--- src/rtl/ppu_vram_dma_fetch.sv ---
// DMA master that bursts 64-bit beats from HPS SDRAM and packs beat pairs into
// 128-bit PPU VRAM words, pulsing done when the whole image has been written.
module ppu_vram_dma_fetch #(
  parameter int SDRAM_AW  = 29,
  parameter int BURST_MAX = 8,
  parameter int VRAM_AW   = 12,
  parameter int LEN_W     = 13
) (
  input  logic                clk,
  input  logic                rst_n,
  input  logic                start,
  input  logic [SDRAM_AW-1:0] src_addr,
  input  logic [VRAM_AW-1:0]  dst_addr,
  input  logic [LEN_W-1:0]    len,
  output logic                busy,
  output logic                done,
  output logic [SDRAM_AW-1:0] sdram_address,
  output logic [7:0]          sdram_burstcount,
  output logic                sdram_read,
  input  logic                sdram_waitrequest,
  input  logic [63:0]         sdram_readdata,
  input  logic                sdram_readdatavalid,
  output logic [VRAM_AW-1:0]  vram_wraddr,
  output logic                vram_wren,
  output logic [127:0]        vram_wrdata
);

  localparam int BEAT_W = LEN_W + 1;

  typedef enum logic [1:0] {IDLE, REQ, DATA, DONE} state_t;

  state_t              state;
  logic [SDRAM_AW-1:0] cur_src;
  logic [BEAT_W-1:0]   beats_left;
  logic [7:0]          burst_left;
  logic [VRAM_AW-1:0]  wr_ptr;
  logic                phase;
  logic [63:0]         low_beat;

  // Next burst size: a full BURST_MAX burst unless fewer beats remain.
  function automatic logic [7:0] burst_len(input logic [BEAT_W-1:0] beats);
    if (beats >= BEAT_W'(BURST_MAX)) return 8'(BURST_MAX);
    return 8'(beats);
  endfunction

  always_ff @(posedge clk) begin
    if (!rst_n) begin
      state            <= IDLE;
      cur_src          <= '0;
      beats_left       <= '0;
      burst_left       <= '0;
      wr_ptr           <= '0;
      phase            <= 1'b0;
      low_beat         <= '0;
      busy             <= 1'b0;
      done             <= 1'b0;
      sdram_address    <= '0;
      sdram_burstcount <= '0;
      sdram_read       <= 1'b0;
      vram_wraddr      <= '0;
      vram_wren        <= 1'b0;
      vram_wrdata      <= '0;
    end else begin
      done      <= 1'b0;
      vram_wren <= 1'b0;
      case (state)
        IDLE: begin
          if (start) begin
            busy       <= 1'b1;
            cur_src    <= {src_addr[SDRAM_AW-1:1], 1'b0};
            wr_ptr     <= dst_addr;
            beats_left <= {len, 1'b0};
            phase      <= 1'b0;
            if (len == '0) begin
              state <= DONE;
              done  <= 1'b1;
            end else begin
              state            <= REQ;
              sdram_read       <= 1'b1;
              sdram_address    <= {src_addr[SDRAM_AW-1:1], 1'b0};
              sdram_burstcount <= burst_len({len, 1'b0});
            end
          end
        end
        REQ: begin
          if (!sdram_waitrequest) begin
            sdram_read <= 1'b0;
            burst_left <= sdram_burstcount;
            cur_src    <= cur_src + SDRAM_AW'(sdram_burstcount);
            beats_left <= beats_left - BEAT_W'(sdram_burstcount);
            state      <= DATA;
          end
        end
        DATA: begin
          if (sdram_readdatavalid) begin
            burst_left <= burst_left - 8'd1;
            phase      <= ~phase;
            if (!phase) begin
              low_beat <= sdram_readdata;
            end else begin
              vram_wren   <= 1'b1;
              vram_wrdata <= {sdram_readdata, low_beat};
              vram_wraddr <= wr_ptr;
              wr_ptr      <= wr_ptr + VRAM_AW'(1);
            end
            // The next request is issued in the same cycle the final beat lands.
            if (burst_left == 8'd1) begin
              if (beats_left != '0) begin
                state            <= REQ;
                sdram_read       <= 1'b1;
                sdram_address    <= cur_src;
                sdram_burstcount <= burst_len(beats_left);
              end else begin
                state <= DONE;
                done  <= 1'b1;
              end
            end
          end
        end
        DONE: begin
          state <= IDLE;
          busy  <= 1'b0;
        end
        default: state <= IDLE;
      endcase
    end
  end

endmodule

--- config.mk ---
export PLATFORM = sky130hd
export DESIGN_NAME = ppu_vram_dma_fetch
export DESIGN_NICKNAME = d
export VERILOG_FILES = /design/src/rtl/ppu_vram_dma_fetch.sv
export SDC_FILE = /design/constraint.sdc
export NUM_CORES = 1
export LEC_CHECK = 0
export CAP_MARGIN = 20
export CORE_MARGIN = 4
export CORE_UTILIZATION = 54
export DETAILED_ROUTE_END_ITERATION = 10
export PLACE_DENSITY = 0.85
export SYNTH_ARGS = -nofsm -noshare
export SYNTH_HDL_FRONTEND = slang
export SYNTH_SLANG_ARGS = --single-unit
--- constraint.sdc ---
create_clock -name clk -period 4.3 [get_ports clk]
set_input_delay 0.86 -clock clk [delete_from_list [all_inputs] [get_ports clk]]
set_output_delay 0.86 -clock clk [all_outputs]
set_load 0.05 [all_outputs]
==> results of run 1 <==
==> per-layer routing <==
metal	share of wire, %	GRT usage (%)	routed length [um]
met5	0.14	0	57
met4	4.8	12.73	1983
met2	46	47.18	18920
met1	39	35.23	15790
met3	10	10.06	4135
==> area by class of cell <==
type / count / area share [%]
antenna: 4 / 0.05762
clock buffer: 49 / 5.682
clock inverter: 8 / 0.6266
inverter: 22 / 0.5185
multi-input combinational: 1244 / 36.38
sequential: 311 / 35.84
tap: 319 / 2.297
timing repair buffer: 322 / 18.60
==> worst paths after layout <==
check,startpoint,to,depth (start not counted)
max reg2reg,state[1]$_SDFFE_PN0P_,low_beat[6]$_SDFFE_PN0P_,6
min reg2reg,low_beat[35]$_SDFFE_PN0P_,vram_wrdata[35]$_SDFFE_PN0P_,2
min,low_beat[35]$_SDFFE_PN0P_,vram_wrdata[35]$_SDFFE_PN0P_,2
max,state[1]$_SDFFE_PN0P_,low_beat[6]$_SDFFE_PN0P_,6
==> synth_stat cells, types with 3 or more instances <==
library cell / number / area, um^2
o211ai_1: 5 / 37.54
buf_2: 40 / 200.2
and3_1: 16 / 100.1
nand2b_1: 8 / 50.05
xnor2_1: 6 / 52.55
ha_1: 19 / 237.7
dfxtp_1: 311 / 6226
mux2i_1: 5 / 50.05
or3_1: 3 / 18.77
o21ai_1: 4 / 20.02
a41oi_1: 4 / 35.03
nor4_1: 13 / 81.33
nand2_1: 509 / 1911
o221a_2: 3 / 33.78
a31oi_1: 12 / 75.07
nand4b_1: 5 / 43.79
a21oi_1: 270 / 1351
buf_4: 4 / 30.03
a311oi_1: 32 / 280.3
a22oi_1: 10 / 75.07
nand3_1: 28 / 140.1
nand4_1: 15 / 93.84
nor2b_1: 5 / 31.28
nor2_1: 108 / 405.4
and4_1: 5 / 43.79
o31a_1: 4 / 35.03
a211oi_1: 18 / 135.1
inv_1: 21 / 78.83
nor3_1: 27 / 135.1
clkbuf_1: 80 / 300.3
a21o_1: 6 / 45.04
o21ai_0: 42 / 210.2
o22ai_1: 10 / 62.56
o21a_1: 5 / 37.54
o31ai_1: 4 / 30.03
and2_1: 5 / 31.28
buf_1: 5 / 18.77
==> worst reg2reg max path, stage by stage, from the launching register on <==
cell and delay (ns):
dfxtp_1 0.82, nor2b_4 0.72, nand2_1 0.32, or2_2 0.61, buf_4 0.38, nand2_1 0.15, a21oi_1 0.08
==> per-stage QoR <==
stage	utilization [%]	cells	hold slack, ns	instance area, um^2
after floorplan	-	1707	0.4321	13130
after global placement	68.62	2217	0.4366	16250
after detailed placement	68.62	2217	0.4425	16250
after CTS	73.25	2274	0.4507	17350
after global routing	73.35	2278	0.4647	17370
final	73.36	2279	0.4498	17370
==> state kept, by name, indices dropped and copies added (netlist names), 8 cells and up <==
register	cells
sdram_address	29
wr_ptr	12
beats_left	14
vram_wraddr	12
cur_src	29
low_beat	64
vram_wrdata	128
burst_left	8
sdram_burstcount	8
==> kinds of logic after synthesis <==
group / Yosys count
simple gates: 757
compound gates: 454
buf+inv: 152
flops: 311
mux: 5
fa+ha+maj: 21
xor+xnor: 7
==> power breakdown <==
group	leakage [nW]	total, mW	switching, mW	internal [mW]
registers	2.53	3.14	0.130	3.01
logic	2.89	1.07	0.647	0.422
clock network	0.541	2.89	1.17	1.72
==> impl_metrics.env, run 1 <==
export IMPL_detail_route_first_pass_iterations=6
export IMPL_ys_warn_count=0
export IMPL_die_x_um=164.0
export IMPL_syn_nets=1851
export IMPL_crit_family="simple AND/OR/NAND/NOR gates"
export IMPL_multiInputGateArea_um2=6321
export IMPL_grt_overflow_total=0
export IMPL_nets=2079
export IMPL_worstSetupStartpointType="register"
export IMPL_irDropWorstVdd_mv=0.3452
export IMPL_path_buf_inv=1
export IMPL_ctsResizeCount=0
export IMPL_arrival_ns=3.59
export IMPL_gp_congestion=0.9436
export IMPL_synth_cell_types=65
export IMPL_layout_setup_ws_ns=1.072
export IMPL_ctsHoldBuffers=0
export IMPL_post_cts_buffers=0
export IMPL_mostFrequentLayoutCells="509 x nand2_1, 311 x dfxtp_1, 302 x clkdlybuf4s50_1"
export IMPL_layout_commonest_cell="nand2_1"
export IMPL_hp_class="reg2reg"
export IMPL_finalClockSkew_ns=0.02121
export IMPL_worstSkewPairLatency_ns=0.52
export IMPL_wire_per_inst_um=17.94
export IMPL_synth_compound_area_share_pct=20.71
export IMPL_synthAdderAreaFrac_pct=2.115
export IMPL_drive_above_1_share_pct=4.550
export IMPL_first_iter_violations=1067
export IMPL_synthesis_area_um2=13130
export IMPL_grt_pass1_wl_um=63970
export IMPL_die_h_um=164.0
export IMPL_wl_um=40890
export IMPL_critical_path_class="reg2reg"
export IMPL_synth_edf_count=0
export IMPL_crit_required_ns=4.67
export IMPL_num_vias=13300
export IMPL_ys_flop_type="dfxtp_1"
export IMPL_path_common_cell="nand2_1"
export IMPL_die_area_um2=26880
export IMPL_setup_viol=0
export IMPL_clock_root_buffer="clkbuf_16"
export IMPL_clkSinkCount=311
export IMPL_synth_xor_area_share_pct=0.4668
export IMPL_syn_to_final_growth_pct=32.28
export IMPL_finalCriticalPeriod_ns=3.228
export IMPL_maxCapViolations=0
export IMPL_num_fill_cells=1827
export IMPL_synth_top_family_by_area="simple AND/OR/NAND/NOR gates"
export IMPL_slowest_delay_ns=0.82
export IMPL_hold_viol_final=0
export IMPL_finalSetupTns_ns=0
export IMPL_row_count=56
export IMPL_async_reset_ff_share_pct=0
export IMPL_grt_usage_pct=29.13
export IMPL_synthCells=1707
export IMPL_dp_slack_ns=0.9057
export IMPL_coreArea_um2=23680
export IMPL_vias_per_cell=5.838
export IMPL_ys_seq_area_share_pct=47.40
export IMPL_crit_slowest_cell="dfxtp_1"
export IMPL_maxSlewViolCount=0
export IMPL_p_leak_nw=5.955
export IMPL_seq_area_um2=6226
export IMPL_relSlewSlack_pct=45.45
export IMPL_tightest_slew_ns=0.8153
export IMPL_reg2reg_slack_ns=1.07
export IMPL_muxShareOfSynthArea_pct=0.3811
export IMPL_post_route_drc_count=0
export IMPL_initial_core_util_pct=55.46
export IMPL_synth_seq_cells=311
export IMPL_grt_max_degree=96
export IMPL_fmax_ghz=0.3098
export IMPL_io_pin_count=304
export IMPL_cp_max_fo=35
export IMPL_place_port_buffers=302
export IMPL_dp_hpwl_um=27570
export IMPL_syn_avg_cell_area_um2=7.694
export IMPL_fin_crit_sh_pct=75.07
export IMPL_synth_simple_area_share_pct=24.07
export IMPL_endpoint_kind="register"
export IMPL_ant_nets=0
export IMPL_numCtsBuffers=34
export IMPL_status="finished clean"
export IMPL_path_cells="nor2b_4 > nand2_1 > or2_2 > buf_4 > nand2_1 > a21oi_1"
export IMPL_cts_htree_levels=2
export IMPL_grt_pass1_vias=12430
export IMPL_ctsLongestPathBuffers=3
export IMPL_p_per_area_nw_per_um2=408.4
export IMPL_antenna_found_initial=8
export IMPL_finalPower_mw=7.095
export IMPL_rsz0062_at_grt="false"
export IMPL_cts_tree="yes"
export IMPL_clkTransAtPathRegs_ns=0.06
No activity file was read; power rests on OpenSTA's default activity.
==> run 2, diff against run 1 <==
--- a/config.mk
+++ b/config.mk
@@ -7,9 +7,9 @@
 export LEC_CHECK = 0
 export CAP_MARGIN = 20
 export CORE_MARGIN = 4
-export CORE_UTILIZATION = 54
+export CORE_UTILIZATION = 50
 export DETAILED_ROUTE_END_ITERATION = 10
-export PLACE_DENSITY = 0.85
+export PLACE_DENSITY = 0.8
 export SYNTH_ARGS = -nofsm -noshare
 export SYNTH_HDL_FRONTEND = slang
 export SYNTH_SLANG_ARGS = --single-unit
==> constraint.sdc (replaced) <==
create_clock -name clk -period 3.2 [get_ports clk]
set_input_delay 0.64 -clock clk [delete_from_list [all_inputs] [get_ports clk]]
set_output_delay 0.64 -clock clk [all_outputs]
set_load 0.05 [all_outputs]
==> run 2 against run 1 <==
Final cell count grew 1.6%. Sequential power grew 34%. Die area grew 7.6%. Clock power grew 27%. Sequential share of layout area shrank 0.29 points. Sequential cell count is the same. Critical endpoint is now cur_src[12]$_SDFFE_PN0P_. Largest cell class unchanged. Largest power group unchanged.
==> impl_metrics.env, run 2 (synthesis gave the netlist of run 1 again) <==
export IMPL_ctsLongestPathBuffers=3
export IMPL_finalCriticalPeriod_ns=2.695
export IMPL_layout_commonest_cell="nand2_1"
export IMPL_rsz0062_at_grt="false"
export IMPL_slowest_delay_ns=0.60
export IMPL_post_route_drc_count=0
export IMPL_initial_core_util_pct=50.54
export IMPL_finalClockSkew_ns=0.01722
export IMPL_endpoint_kind="register"
export IMPL_io_pin_count=304
export IMPL_grt_max_degree=97
export IMPL_row_count=59
export IMPL_nets=2099
export IMPL_irDropWorstVdd_mv=0.4300
export IMPL_numCtsBuffers=34
export IMPL_place_port_buffers=302
export IMPL_die_x_um=170.1
export IMPL_largestRegisters="vram_wrdata: 128 flops, low_beat: 64 flops"
export IMPL_dpl_cell_count=2254
export IMPL_tightest_slew_ns=0.7712
export IMPL_vias_per_cell=5.673
export IMPL_wl_um=40400
export IMPL_post_cts_buffers=0
export IMPL_wire_per_inst_um=17.45
export IMPL_worstSkewPairLatency_ns=0.51
export IMPL_fin_cells=2315
export IMPL_busiest_layer="met2"
export IMPL_crit_required_ns=3.63
export IMPL_ant_nets=0
export IMPL_gp_congestion=0.9350
export IMPL_crit_family="compound AO/OA/AOI/OAI gates"
export IMPL_hold_viol_final=0
export IMPL_ctsHoldBuffers=0
export IMPL_relSlewSlack_pct=48.59
export IMPL_arrival_ns=3.13
export IMPL_largest_reg_flops=128
export IMPL_mostFrequentLayoutCells="509 x nand2_1, 311 x dfxtp_1, 302 x clkdlybuf4s50_1"
export IMPL_finalSetupTns_ns=0
export IMPL_path_common_cell="a21oi_1"
export IMPL_cts_htree_levels=2
export IMPL_fin_util_pct=67.40
export IMPL_crit_slowest_cell="a21oi_1"
export IMPL_path_buf_inv=1
export IMPL_largest_register="vram_wrdata"
export IMPL_status="finished clean"
export IMPL_setup_viol=0
export IMPL_coreArea_um2=25980
export IMPL_num_vias=13130
export IMPL_hp_class="reg2reg"
export IMPL_grtUsageMet3_pct=8.804
export IMPL_critical_path_class="reg2reg"
export IMPL_clkSinkCount=311
export IMPL_path_cells="ha_1 > inv_1 > fa_1 > nand2b_1 > a21o_1 > a21oi_1 > a41o_1 > a21oi_1 > a211oi_1"
export IMPL_worstSetupStartpointType="register"
export IMPL_clkTransAtPathRegs_ns=0.06
export IMPL_grt_usage_pct=26.76
export IMPL_cts_tree="yes"
export IMPL_grt_met2_usage_pct=42.86
export IMPL_grt_pass1_wl_um=64230
export IMPL_grt_util_met1_pct=33.93
export IMPL_grt_pass1_vias=12390
export IMPL_antenna_found_initial=7
export IMPL_layout_setup_ws_ns=0.5047
export IMPL_drive_above_1_share_pct=5.471
export IMPL_fin_crit_sh_pct=84.23
export IMPL_dp_slack_ns=0.4054
export IMPL_maxSlewViolCount=0
export IMPL_dp_hpwl_um=27740
export IMPL_maxCapViolations=0
export IMPL_ctsResizeCount=0
export IMPL_p_leak_nw=6.032
export IMPL_clock_root_buffer="clkbuf_16"
export IMPL_p_per_area_nw_per_um2=533.7
export IMPL_syn_to_final_growth_pct=33.34
export IMPL_first_iter_violations=1262
export IMPL_grt_overflow_total=0
export IMPL_detail_route_first_pass_iterations=6
export IMPL_cp_max_fo=7
export IMPL_die_area_um2=28930
export IMPL_die_h_um=170.1
export IMPL_fmax_ghz=0.3710
## run 2: cell types whose count changed in the layout (fill, tap and decap cells not counted), moves of 2 or more
cell | previous run | this run
diode_2 | 4 | 6
buf_4 | 15 | 33
buf_12 | 4 | 7
bufinv_16 | 2 | 0
## run 2: final timing paths
kind,startpoint,end,slack (ns),cells after the start
max,sdram_burstcount[0]$_SDFFE_PN0P_,cur_src[12]$_SDFFE_PN0P_,0.50,9
min,low_beat[21]$_SDFFE_PN0P_,vram_wrdata[21]$_SDFFE_PN0P_,0.45,2
max reg2reg,sdram_burstcount[0]$_SDFFE_PN0P_,cur_src[12]$_SDFFE_PN0P_,0.50,9
min reg2reg,low_beat[21]$_SDFFE_PN0P_,vram_wrdata[21]$_SDFFE_PN0P_,0.45,2
## run 2: worst register-to-register path: stages, from the launching register on
cell and delay [ns]:
dfxtp_1 0.38, ha_1 0.22, inv_1 0.06, fa_1 0.40
nand2b_1 0.21, a21o_1 0.22, a21oi_1 0.60, a41o_1 0.27
a21oi_1 0.07, a211oi_1 0.19
## run 2: routing by layer
layer  up-vias  share of wire (%)
met4         8                3.3
met1      6114                 39
met5         -               0.11
met3       102                 10
met2       539                 47
li1       6371                  -
## run 2: final cells by class
type | instances | area, um^2
well taps | 335 | 419.2
diodes | 6 | 15.01
fillers | 2190 | 8472
inverters | 22 | 90.09
flip-flops and latches | 311 | 6226
clock inverters | 8 | 61.31
clock buffers | 47 | 969.7
multi-input cells | 1244 | 6321
repair buffers | 342 | 3411
## run 2: power by group
| group | total, mW | internal (mW) | leakage [nW] | switching [mW] |
|---|---|---|---|---|
| Sequential | 4.21 | 4.04 | 2.53 | 0.169 |
| Clock | 3.67 | 2.12 | 0.508 | 1.55 |
| Combinational | 1.47 | 0.594 | 3.00 | 0.877 |
## run 2: stage by stage
stage / hold WS [ns] / instance area (um^2) / total power, mW
finish: 0.4468 / 17510 / 9.347
global route: 0.4653 / 17510 / 9.715
CTS: 0.4475 / 17500 / 9.390
detailed placement: 0.4429 / 16470 / 5.738
global placement: 0.4362 / 16470 / 5.704
floorplan: 0.4321 / 13130 / 5.202
